===== config.mk =====
export PLATFORM = sky130hd
export DESIGN_NAME = motor_mix_ctrl
export DESIGN_NICKNAME = d
export VERILOG_FILES = /design/src/rtl/motor_mix_pkg.sv /design/src/rtl/slew_limiter.sv /design/src/rtl/motor_mix_ctrl.sv
export SDC_FILE = /design/constraint.sdc
export NUM_CORES = 1
export LEC_CHECK = 0
export ABC_AREA = 0
export BUFFER_PORTS_ARGS = -buffer_cell sky130_fd_sc_hd__buf_2
export CORE_ASPECT_RATIO = 1.25
export CORE_MARGIN = 2
export CORE_UTILIZATION = 36
export CTS_CLUSTER_DIAMETER = 80
export DETAILED_ROUTE_END_ITERATION = 12
export GPL_TIMING_DRIVEN = 0
export PLACE_DENSITY = 0.63
export SYNTH_ARGS = -nofsm -noshare
export SYNTH_HDL_FRONTEND = slang
export SYNTH_SLANG_ARGS = --single-unit

===== constraint.sdc =====
create_clock -name clk -period 14.1 [get_ports clk]
set_input_delay 0.705 -clock clk [delete_from_list [all_inputs] [get_ports clk]]
set_output_delay 0.705 -clock clk [all_outputs]
set_load 0.05 [all_outputs]

===== src/rtl/motor_mix_pkg.sv =====
`default_nettype none
// +-----------------------------------------------------------------------+
// | motor_mix_pkg                                                         |
// | Shared state encoding and default parameters for the motor mixer.     |
// | Revision: 1.0                                                         |
// +-----------------------------------------------------------------------+
package motor_mix_pkg;

    localparam int DEF_DUTY_WIDTH = 17;
    localparam int DEF_MAX_OFFSET = 18500;
    localparam int DEF_SLEW_STEP  = 4096;

    typedef enum logic [1:0] {
        ST_IDLE = 2'd0,
        ST_RAMP = 2'd1,
        ST_RUN  = 2'd2,
        ST_STOP = 2'd3
    } state_e;

endpackage : motor_mix_pkg
`default_nettype wire


===== src/rtl/slew_limiter.sv =====
`default_nettype none
// +-----------------------------------------------------------------------+
// | slew_limiter                                                          |
// | Moves one duty value toward its target by at most SLEW_STEP per tick. |
// | Revision: 1.0                                                         |
// +-----------------------------------------------------------------------+
module slew_limiter
    import motor_mix_pkg::*;
#(
    parameter int DUTY_WIDTH = DEF_DUTY_WIDTH,
    parameter int SLEW_STEP  = DEF_SLEW_STEP
) (
    input  logic [DUTY_WIDTH-1:0] target_i,
    input  logic [DUTY_WIDTH-1:0] duty_i,
    input  logic                  tick_i,
    output logic [DUTY_WIDTH-1:0] duty_next_o,
    output logic                  at_target_o
);

    localparam logic [DUTY_WIDTH-1:0] C_STEP = DUTY_WIDTH'(SLEW_STEP);

    logic                  w_up;
    logic [DUTY_WIDTH-1:0] w_delta;

    always_comb begin
        w_up        = (target_i > duty_i);
        w_delta     = w_up ? (target_i - duty_i) : (duty_i - target_i);
        duty_next_o = duty_i;
        if (tick_i) begin
            // A zero step disables limiting entirely.
            if ((SLEW_STEP == 0) || (w_delta <= C_STEP)) begin
                duty_next_o = target_i;
            end else if (w_up) begin
                duty_next_o = duty_i + C_STEP;
            end else begin
                duty_next_o = duty_i - C_STEP;
            end
        end
    end

    assign at_target_o = (duty_next_o == target_i);

endmodule : slew_limiter
`default_nettype wire


===== src/rtl/motor_mix_ctrl.sv =====
`default_nettype none
// +-----------------------------------------------------------------------+
// | motor_mix_ctrl                                                        |
// | Differential motor mixer with clamped offset, soft start/stop FSM.    |
// | Revision: 1.0                                                         |
// +-----------------------------------------------------------------------+
module motor_mix_ctrl
    import motor_mix_pkg::*;
#(
    parameter int DUTY_WIDTH = DEF_DUTY_WIDTH,
    parameter int MAX_OFFSET = DEF_MAX_OFFSET,
    parameter int SLEW_STEP  = DEF_SLEW_STEP
) (
    input  logic                         clk,
    input  logic                         reset,
    input  logic                         clk_en,
    input  logic                         toggle_req,
    input  logic        [DUTY_WIDTH-1:0] base_duty,
    input  logic signed [DUTY_WIDTH:0]   offset_in,
    output logic        [DUTY_WIDTH-1:0] duty_l,
    output logic        [DUTY_WIDTH-1:0] duty_r,
    output logic                         motor_en,
    output logic        [1:0]            state_o,
    output logic                         offset_sat
);

    localparam int AW = DUTY_WIDTH + 3;
    localparam logic signed [AW-1:0] C_MAX_OFF  = AW'(MAX_OFFSET);
    localparam logic signed [AW-1:0] C_MIN_OFF  = -C_MAX_OFF;
    localparam logic signed [AW-1:0] C_DUTY_MAX = $signed({3'b000, {DUTY_WIDTH{1'b1}}});

    state_e                  state_q, state_d;
    logic [DUTY_WIDTH-1:0]   duty_l_q, duty_l_d, duty_r_q, duty_r_d;
    logic                    motor_en_q, motor_en_d;
    logic                    sat_q, sat_d;
    logic                    tog_q;

    logic signed [AW-1:0]    w_off_ext, w_off_c, w_base_ext, w_sum_r, w_sum_l;
    logic                    w_clamped, w_tog_edge;
    logic [DUTY_WIDTH-1:0]   w_tgt_r, w_tgt_l, w_st_tgt_r, w_st_tgt_l;
    logic [DUTY_WIDTH-1:0]   w_next_l, w_next_r;
    logic                    w_at_l, w_at_r;

    assign w_tog_edge = toggle_req & ~tog_q;
    assign w_off_ext  = {{2{offset_in[DUTY_WIDTH]}}, offset_in};
    assign w_base_ext = {3'b000, base_duty};

    always_comb begin
        w_off_c   = w_off_ext;
        w_clamped = 1'b0;
        if (w_off_ext > C_MAX_OFF) begin
            w_off_c   = C_MAX_OFF;
            w_clamped = 1'b1;
        end else if (w_off_ext < C_MIN_OFF) begin
            w_off_c   = C_MIN_OFF;
            w_clamped = 1'b1;
        end
        w_sum_r = w_base_ext + w_off_c;
        w_sum_l = w_base_ext - w_off_c;

        if (w_sum_r < 0)               w_tgt_r = '0;
        else if (w_sum_r > C_DUTY_MAX) w_tgt_r = {DUTY_WIDTH{1'b1}};
        else                           w_tgt_r = w_sum_r[DUTY_WIDTH-1:0];

        if (w_sum_l < 0)               w_tgt_l = '0;
        else if (w_sum_l > C_DUTY_MAX) w_tgt_l = {DUTY_WIDTH{1'b1}};
        else                           w_tgt_l = w_sum_l[DUTY_WIDTH-1:0];
    end

    // Only RAMP and RUN drive toward the mix; IDLE and STOP aim at zero.
    assign w_st_tgt_l = ((state_q == ST_RAMP) || (state_q == ST_RUN)) ? w_tgt_l : '0;
    assign w_st_tgt_r = ((state_q == ST_RAMP) || (state_q == ST_RUN)) ? w_tgt_r : '0;

    slew_limiter #(
        .DUTY_WIDTH (DUTY_WIDTH),
        .SLEW_STEP  (SLEW_STEP)
    ) u_slew_l (
        .target_i    (w_st_tgt_l),
        .duty_i      (duty_l_q),
        .tick_i      (clk_en),
        .duty_next_o (w_next_l),
        .at_target_o (w_at_l)
    );

    slew_limiter #(
        .DUTY_WIDTH (DUTY_WIDTH),
        .SLEW_STEP  (SLEW_STEP)
    ) u_slew_r (
        .target_i    (w_st_tgt_r),
        .duty_i      (duty_r_q),
        .tick_i      (clk_en),
        .duty_next_o (w_next_r),
        .at_target_o (w_at_r)
    );

    always_comb begin
        state_d  = state_q;
        duty_l_d = w_next_l;
        duty_r_d = w_next_r;
        sat_d    = clk_en ? w_clamped : sat_q;
        if (state_q == ST_IDLE) begin
            duty_l_d = '0;
            duty_r_d = '0;
        end

        // A toggle edge outranks any tick-driven transition in the same cycle.
        if (w_tog_edge) begin
            case (state_q)
                ST_IDLE: state_d = ST_RAMP;
                ST_RAMP: state_d = ST_STOP;
                ST_RUN:  state_d = ST_STOP;
                ST_STOP: state_d = ST_RAMP;
                default: state_d = ST_IDLE;
            endcase
        end else if (clk_en) begin
            if ((state_q == ST_RAMP) && w_at_l && w_at_r) begin
                state_d = ST_RUN;
            end else if ((state_q == ST_STOP) && w_at_l && w_at_r) begin
                state_d = ST_IDLE;
            end
        end

        motor_en_d = (state_d != ST_IDLE);
    end

    always_ff @(posedge clk) begin
        if (reset) begin
            state_q    <= ST_IDLE;
            duty_l_q   <= '0;
            duty_r_q   <= '0;
            motor_en_q <= 1'b0;
            sat_q      <= 1'b0;
            tog_q      <= 1'b0;
        end else begin
            state_q    <= state_d;
            duty_l_q   <= duty_l_d;
            duty_r_q   <= duty_r_d;
            motor_en_q <= motor_en_d;
            sat_q      <= sat_d;
            tog_q      <= toggle_req;
        end
    end

    assign duty_l     = duty_l_q;
    assign duty_r     = duty_r_q;
    assign motor_en   = motor_en_q;
    assign state_o    = state_q;
    assign offset_sat = sat_q;

endmodule : motor_mix_ctrl
`default_nettype wire


After elaboration in Yosys (flattened, before gate mapping):

Cells that the tools add are included.

* add/subtract/negate cells: 10
* multipliers: 0
* divide/modulo/power cells: 0
* magnitude comparators: 10
* eq/ne operators: 5
* shift operators: 0
* mux-type cells: 23
* bitwise logic cells: 2
* reduce and logical (&&, ||, !) cells: 10

Operator list (count)
* 17-bit 2-to-1 mux: 14
* 17-bit subtractor: 4
* 20-bit by 18-bit > comparator with 1-bit output, second input constant: 2
* 20-bit by 1-bit < comparator with 1-bit output, second input constant: 2
* 20-bit 2-to-1 mux: 2
* 17-bit by 13-bit adder with 17-bit output, second input constant: 2
* 17-bit equality test: 2
* 17-bit > comparator: 2
* 17-bit by 13-bit less-or-equal comparator with 1-bit output, second input constant: 2
* 17-bit by 13-bit subtractor with 17-bit output, second input constant: 2
* 18-bit by 20-bit adder with 20-bit output: 1
* 18-bit by 20-bit subtractor with 20-bit output: 1
* 18-bit by 16-bit > comparator with 1-bit output, second input constant: 1
* 18-bit by 16-bit < comparator with 1-bit output, second input constant: 1
* 2-bit 2-to-1 mux: 4
* 2-bit OR reduction: 3
* 2-bit equality test, second input constant: 2
* 1-bit logical AND: 4
* 2-bit case mux with 2 select lines: 1
* 2-bit by 1-bit equality test with 1-bit output, second input constant: 1
* 2-bit zero test: 1
* 1-bit 2-to-1 mux: 2
* 2-bit nonzero test: 1
* 1-bit AND: 1
* other kinds (2): 2

* register bits after elaboration: 39
* latch bits: 0
* memory bits (writable): 0
* ROM bits: 0
* bits of input ports: 39
* output and inout bits: 38
* logic and storage cells: 66
* memories kept: 0

Logic depth before layout (Yosys ltp):

* depth in word-level cells: 21
* depth in mapped cells: 40

Modules after synthesis:

Synthesis repeated with hierarchy kept, for this count alone.

* cell total of the unflattened synthesis: 1268
* area total of the unflattened synthesis: 9287.7 µm²

Modules (own cells, without submodules)
* motor_mix_ctrl: times used 1, cells an instance 496, area each 3819.9 µm², sequential area each 780.7 µm²
* slew_limiter at u_slew_l: times used 1, cells an instance 403, area each 2872.8 µm², sequential area each 0.0 µm²
* slew_limiter at u_slew_r: times used 1, cells an instance 369, area each 2595.0 µm², sequential area each 0.0 µm²

Worst setup path after synthesis:

OpenSTA, ideal clock, no wires.

* kind: input to register
* start: input offset_in[3]
* end: register motor_en_q, in the netlist motor_en
* library setup time: 146 ps
* data arrival time: 8615 ps
* data required time: 13954 ps
* setup slack: 5338 ps
* stages: 37
* path through: a41oi_1 > o21ai_0 > a31o_2 > nand4_1 > ha_1 > clkbuf_1 > o21ai_0 > ha_1 > clkbuf_1 > and2_1 > a221oi_1 > a21oi_1 > o211ai_1 > a21oi_1 > o21ai_1 > clkbuf_1 > clkbuf_1 > nor2_1 > ha_1 > buf_2 > nand4_1 > or3_1 > a31oi_2 > o31ai_4 > buf_2 > ha_1 > a21o_1 > a21oi_1 > xnor2_1 > xnor2_1 > nor2_1 > or3_1 > a222oi_1 > o311ai_0 > a221o_1 > o41ai_1 > a41oi_1

* cells in the longest elaborated chain, start to end: 21

Ends and longest elaborated chain
* start: declaration: line motor_mix_ctrl.sv:19 `input logic signed [DUTY_WIDTH:0] offset_in,`
* 18-bit by 16-bit < comparator with 1-bit output: line motor_mix_ctrl.sv:54 `end else if (w_off_ext < C_MIN_OFF) begin`
* 20-bit 2-to-1 mux: line motor_mix_ctrl.sv:54
* 20-bit 2-to-1 mux *: line motor_mix_ctrl.sv:51 `if (w_off_ext > C_MAX_OFF) begin`
* 18-bit by 20-bit subtractor with 20-bit output: line motor_mix_ctrl.sv:59 `w_sum_l = w_base_ext - w_off_c;`
* 20-bit by 18-bit > comparator with 1-bit output: line motor_mix_ctrl.sv:66 `else if (w_sum_l > C_DUTY_MAX) w_tgt_l = {DUTY_WIDTH{1'b1}};`
* 17-bit 2-to-1 mux: line motor_mix_ctrl.sv:66
* 17-bit 2-to-1 mux: line motor_mix_ctrl.sv:65 `if (w_sum_l < 0) w_tgt_l = '0;`
* 17-bit 2-to-1 mux: line motor_mix_ctrl.sv:71 `assign w_st_tgt_l = ((state_q == ST_RAMP) || (state_q == ST_RUN)) ? w_tgt_l : '0;`
* [4 not listed]
* 17-bit 2-to-1 mux: line slew_limiter.sv:29 `if (tick_i) begin`
* 17-bit equality test: line slew_limiter.sv:41 `assign at_target_o = (duty_next_o == target_i);`
* 1-bit logical AND (2 in series): line motor_mix_ctrl.sv:118 `end else if ((state_q == ST_STOP) && w_at_l && w_at_r) begin`
* 2-bit 2-to-1 mux: line motor_mix_ctrl.sv:118
* 2-bit 2-to-1 mux *: line motor_mix_ctrl.sv:116 `if ((state_q == ST_RAMP) && w_at_l && w_at_r) begin`
* 2-bit 2-to-1 mux *: line motor_mix_ctrl.sv:115 `end else if (clk_en) begin`
* 2-bit 2-to-1 mux *: line motor_mix_ctrl.sv:107 `if (w_tog_edge) begin`
* 2-bit nonzero test *: line motor_mix_ctrl.sv:123 `motor_en_d = (state_d != ST_IDLE);`
* end signal: assignment: line motor_mix_ctrl.sv:138 `motor_en_q <= motor_en_d;`
* end: declaration: line motor_mix_ctrl.sv:34 `logic motor_en_q, motor_en_d;`

Every way passes the cells marked *; elsewhere a longest branch is shown, timed or not.
A chain may end at the register's enable or synchronous reset.

Final worst setup path:

Same ends and word-level chain as after synthesis.

==> results.yml <==
outcome:
  status: "finished clean"
global_route:
  antenna_found_initial: 2
  overflow: 0
  grt_max_degree: 14
  grt_use_total: 0.218
  grt_pass1_vias: 8554
  grt_pass1_wl_um: 43800
hold_path:
  min_from: "duty_l[14]"
  hold_class: "reg2reg"
clocking:
  cts_sinks: 39
  cts_htree_levels: 2
  insertion_delay_ns: 0.30
  postCtsSetupBuffers: 0
  ctsHoldBuffers: 0
  cts_root_buf: "clkbuf_16"
  cts_tree: "yes"
  clockBufferDepth: 2
  post_cts_resized: 0
  path_clk_slew_ns: 0.06
  cts_inserted_buffers: 5
floorplanning:
  core_mm2: 0.0230
  num_rows: 62
  ios: 77
  die_y_um: 175
  die_w_um: 141
  die_area_mm2: 0.0246
  initial_core_util: 0.366
worst_setup_path:
  critPathKind: "in2reg"
  cp.required_ns: 14.25
  crit_path_top_delay_cell: "a221oi_1"
  endpoint_kind: "register"
  crit_path_start: "offset_in[3]"
  critPathArrivalTime_ns: 11.12
  worst-path-stages: 38
  rr_worst_depth: 25
  crit_top_cell: "a21oi_1"
  endpoint: "motor_en"
  crit_buf_inv: 7
  rr_startpoint: "state_o[0]"
  r2r-end: "motor_en"
  crit_path_start_kind: "input pin"
  crit_family: "compound AO/OA/AOI/OAI gates"
  cp_max_fo: 12
  r2r_slack_ns: 6.49
  critPathMaxStageDelay_ns: 0.47
job:
  maxCapViolCount: 0
power:
  seqPwrFrac: 0.090
  combPwrFrac: 0.808
  p_leak_uw: 0.00417
  p_switching_uw: 738
  powerDensity_mw_per_mm2: 148
  clkPwrFrac: 0.101
  peakVddDrop_v: 0.0000872
  internal_power_uw: 638
  p_sw_frac: 0.536
logic_synthesis:
  postSynthAreaPerCell_um2: 6.99
  synth_area_leaders: "ha_1 (17%), dfxtp_1 (9.3%), a21oi_1 (7.3%), inv_1 (5.6%), xnor2_1 (4.9%)"
  synth-edff-count: 0
  synthArstFlopShare: 0
  ys_seq_area_frac: 0.0929
  syn_inst: 1203
  synth_warnings: 0
  synth_largest_area_cell: "ha_1"
  synth_area_mm2: 0.00840
  ys.flop_type: "dfxtp_1"
  synth_top_area_share: 0.171
  synthesis.nets: 1365
  synth_seq_cells: 39
  ys_types: 80
route:
  dr.pass1.iters: 6
  routed_wl_um: 27800
  wire_per_inst_um: 17.7
  vias: 9120
  ant_nets: 0
  drc: 0
  via_per_inst: 5.79
  drt-initial-drc-count: 561
layout:
  instances_no_fill: 1575
  drive_gt1_frac: 0.0910
  num-fill-cells: 2487
  final_util: 0.406
  area.growth.synth_to_final_pct: 10.9
  num-nets-final: 1447
timing:
  skew_ns: 0.00610
  finalMaxSlewViolations: 0
  rsz0062_at_grt: "false"
  timing.final.ws_setup_ns: 3.13
  final.setup.tns_ns: 0
  period_share: 0.778
  maxSlewHeadroom: 0.456
  hold_violations: 0
  setup_violations: 0
  max_freq_ghz: 0.0912
  period_needed_ns: 10.97
  max_slew.worst_pin.slew_ns: 0.804
placement:
  gp_congestion: 0.956
  pre_cts_slack_ns: 3.02
  numPortBuffers: 75
  dp.cells: 1566
  detailed_place_hpwl_um: 23500
area by class of cell:
class | instances | area [um2] | share of cell area
Multi-Input combinational cell | 980 | 6900 | 0.741
Sequential cell | 39 | 781 | 0.0838
Inverter | 129 | 487 | 0.0522
Timing Repair Buffer | 75 | 375 | 0.0403
Tap cell | 288 | 360 | 0.0387
Buffer | 55 | 235 | 0.0252
Clock buffer | 6 | 139 | 0.0149
Clock inverter | 2 | 38.8 | 0.00416
Antenna cell | 1 | 2.50 | 0.000268
through the flow:
step / power [uW] / hold WS [ns] / area [um2]
5_1_grt: 1490 / 0.581 / 9320
6_report: 1380 / 0.549 / 9320
3_5_place_dp: 1220 / 0.542 / 9140
3_3_place_gp: 1210 / 0.532 / 9140
4_1_cts: 1360 / 0.550 / 9320
2_1_floorplan: 968 / 0.529 / 8400
synthesized netlist by cell type (all sizes together) (22+ instances only):
cell type / instances
nand2: 80
clkbuf: 41
nor3: 24
o21ai: 80
dfxtp: 39
xnor2: 47
a21o: 23
nor2b: 22
inv: 129
a211oi: 27
nor2: 108
a21oi: 124
nand3: 27
ha: 115
mux2i: 33
per-layer routing:
metal  wire length [um]  global-route usage  share of wire
met4               1130              0.0913          0.041
met1              11500               0.259           0.41
met2              13800               0.398           0.50
met3               1280              0.0225          0.046
met5                 10                   0        0.00036
worst register-to-register path, delay by kind of cell (launching register included):
| family | cells | cell delay [ns] |
|---|---|---|
| AOI/OAI and AO/OA | 13 | 3.72 |
| buffers and inverters | 5 | 1.49 |
| adders and majority gates | 3 | 1.05 |
| DFF | 1 | 0.41 |
| and+or+nand+nor | 2 | 0.40 |
| xor gates and xnor gates | 2 | 0.35 |
power groups by stage:
stage	combinational (uW)	sequential, uW	clock (uW)
after floorplan	825	143	0
after global placement	1080	127	0
after detailed placement	1090	127	0
after CTS	1100	125	141
after global routing	1220	126	145
final	1110	124	139
flip-flops by register name, indices dropped and copies added, names as in the netlist:
| register | flops |
|---|---|
| duty_l | 17 |
| duty_r | 17 |
| state_o | 2 |
| motor_en | 1 |
| offset_sat | 1 |
| tog_q | 1 |
layout by cell type, fill, tap and decap left out, drive strengths merged, types with 12 or more instances in the layout:
master | Yosys | final
nor3 | 24 | 24
nand2b | 17 | 17
mux2i | 33 | 33
and3 | 12 | 12
o211ai | 16 | 16
nand4 | 14 | 14
nor2b | 22 | 22
a211oi | 27 | 27
xnor2 | 47 | 47
a21oi | 124 | 124
clkbuf | 41 | 47
nand3 | 27 | 27
nand2 | 80 | 80
a21o | 23 | 23
buf | 14 | 89
o21ai | 80 | 80
nor2 | 108 | 108
dfxtp | 39 | 39
ha | 115 | 115
xor2 | 19 | 19
inv | 129 | 130
worst min-delay path by stage:
stage / end / slack [ns] / cells after the start
2_1_floorplan: state_o[0] / 0.53 / 2
3_3_place_gp: state_o[1] / 0.53 / 2
3_5_place_dp: offset_sat / 0.54 / 2
4_1_cts: offset_sat / 0.55 / 2
5_1_grt: offset_sat / 0.58 / 2
6_report: duty_l[14] / 0.55 / 2
cell families (layout without fill, tap and decap cells):
logic type | after synthesis | in the layout | share of synthesized area
AOI/OAI and AO/OA | 403 | 403 | 0.316
and+or+nand+nor | 353 | 353 | 0.205
buffers and inverters | 184 | 267 | 0.0859
adders and majority gates | 123 | 123 | 0.190
xor gates and xnor gates | 66 | 66 | 0.0688
DFF | 39 | 39 | 0.0929
muxes | 35 | 35 | 0.0420
other | 0 | 1 | 0
Power figures use the tool's default switching activity.
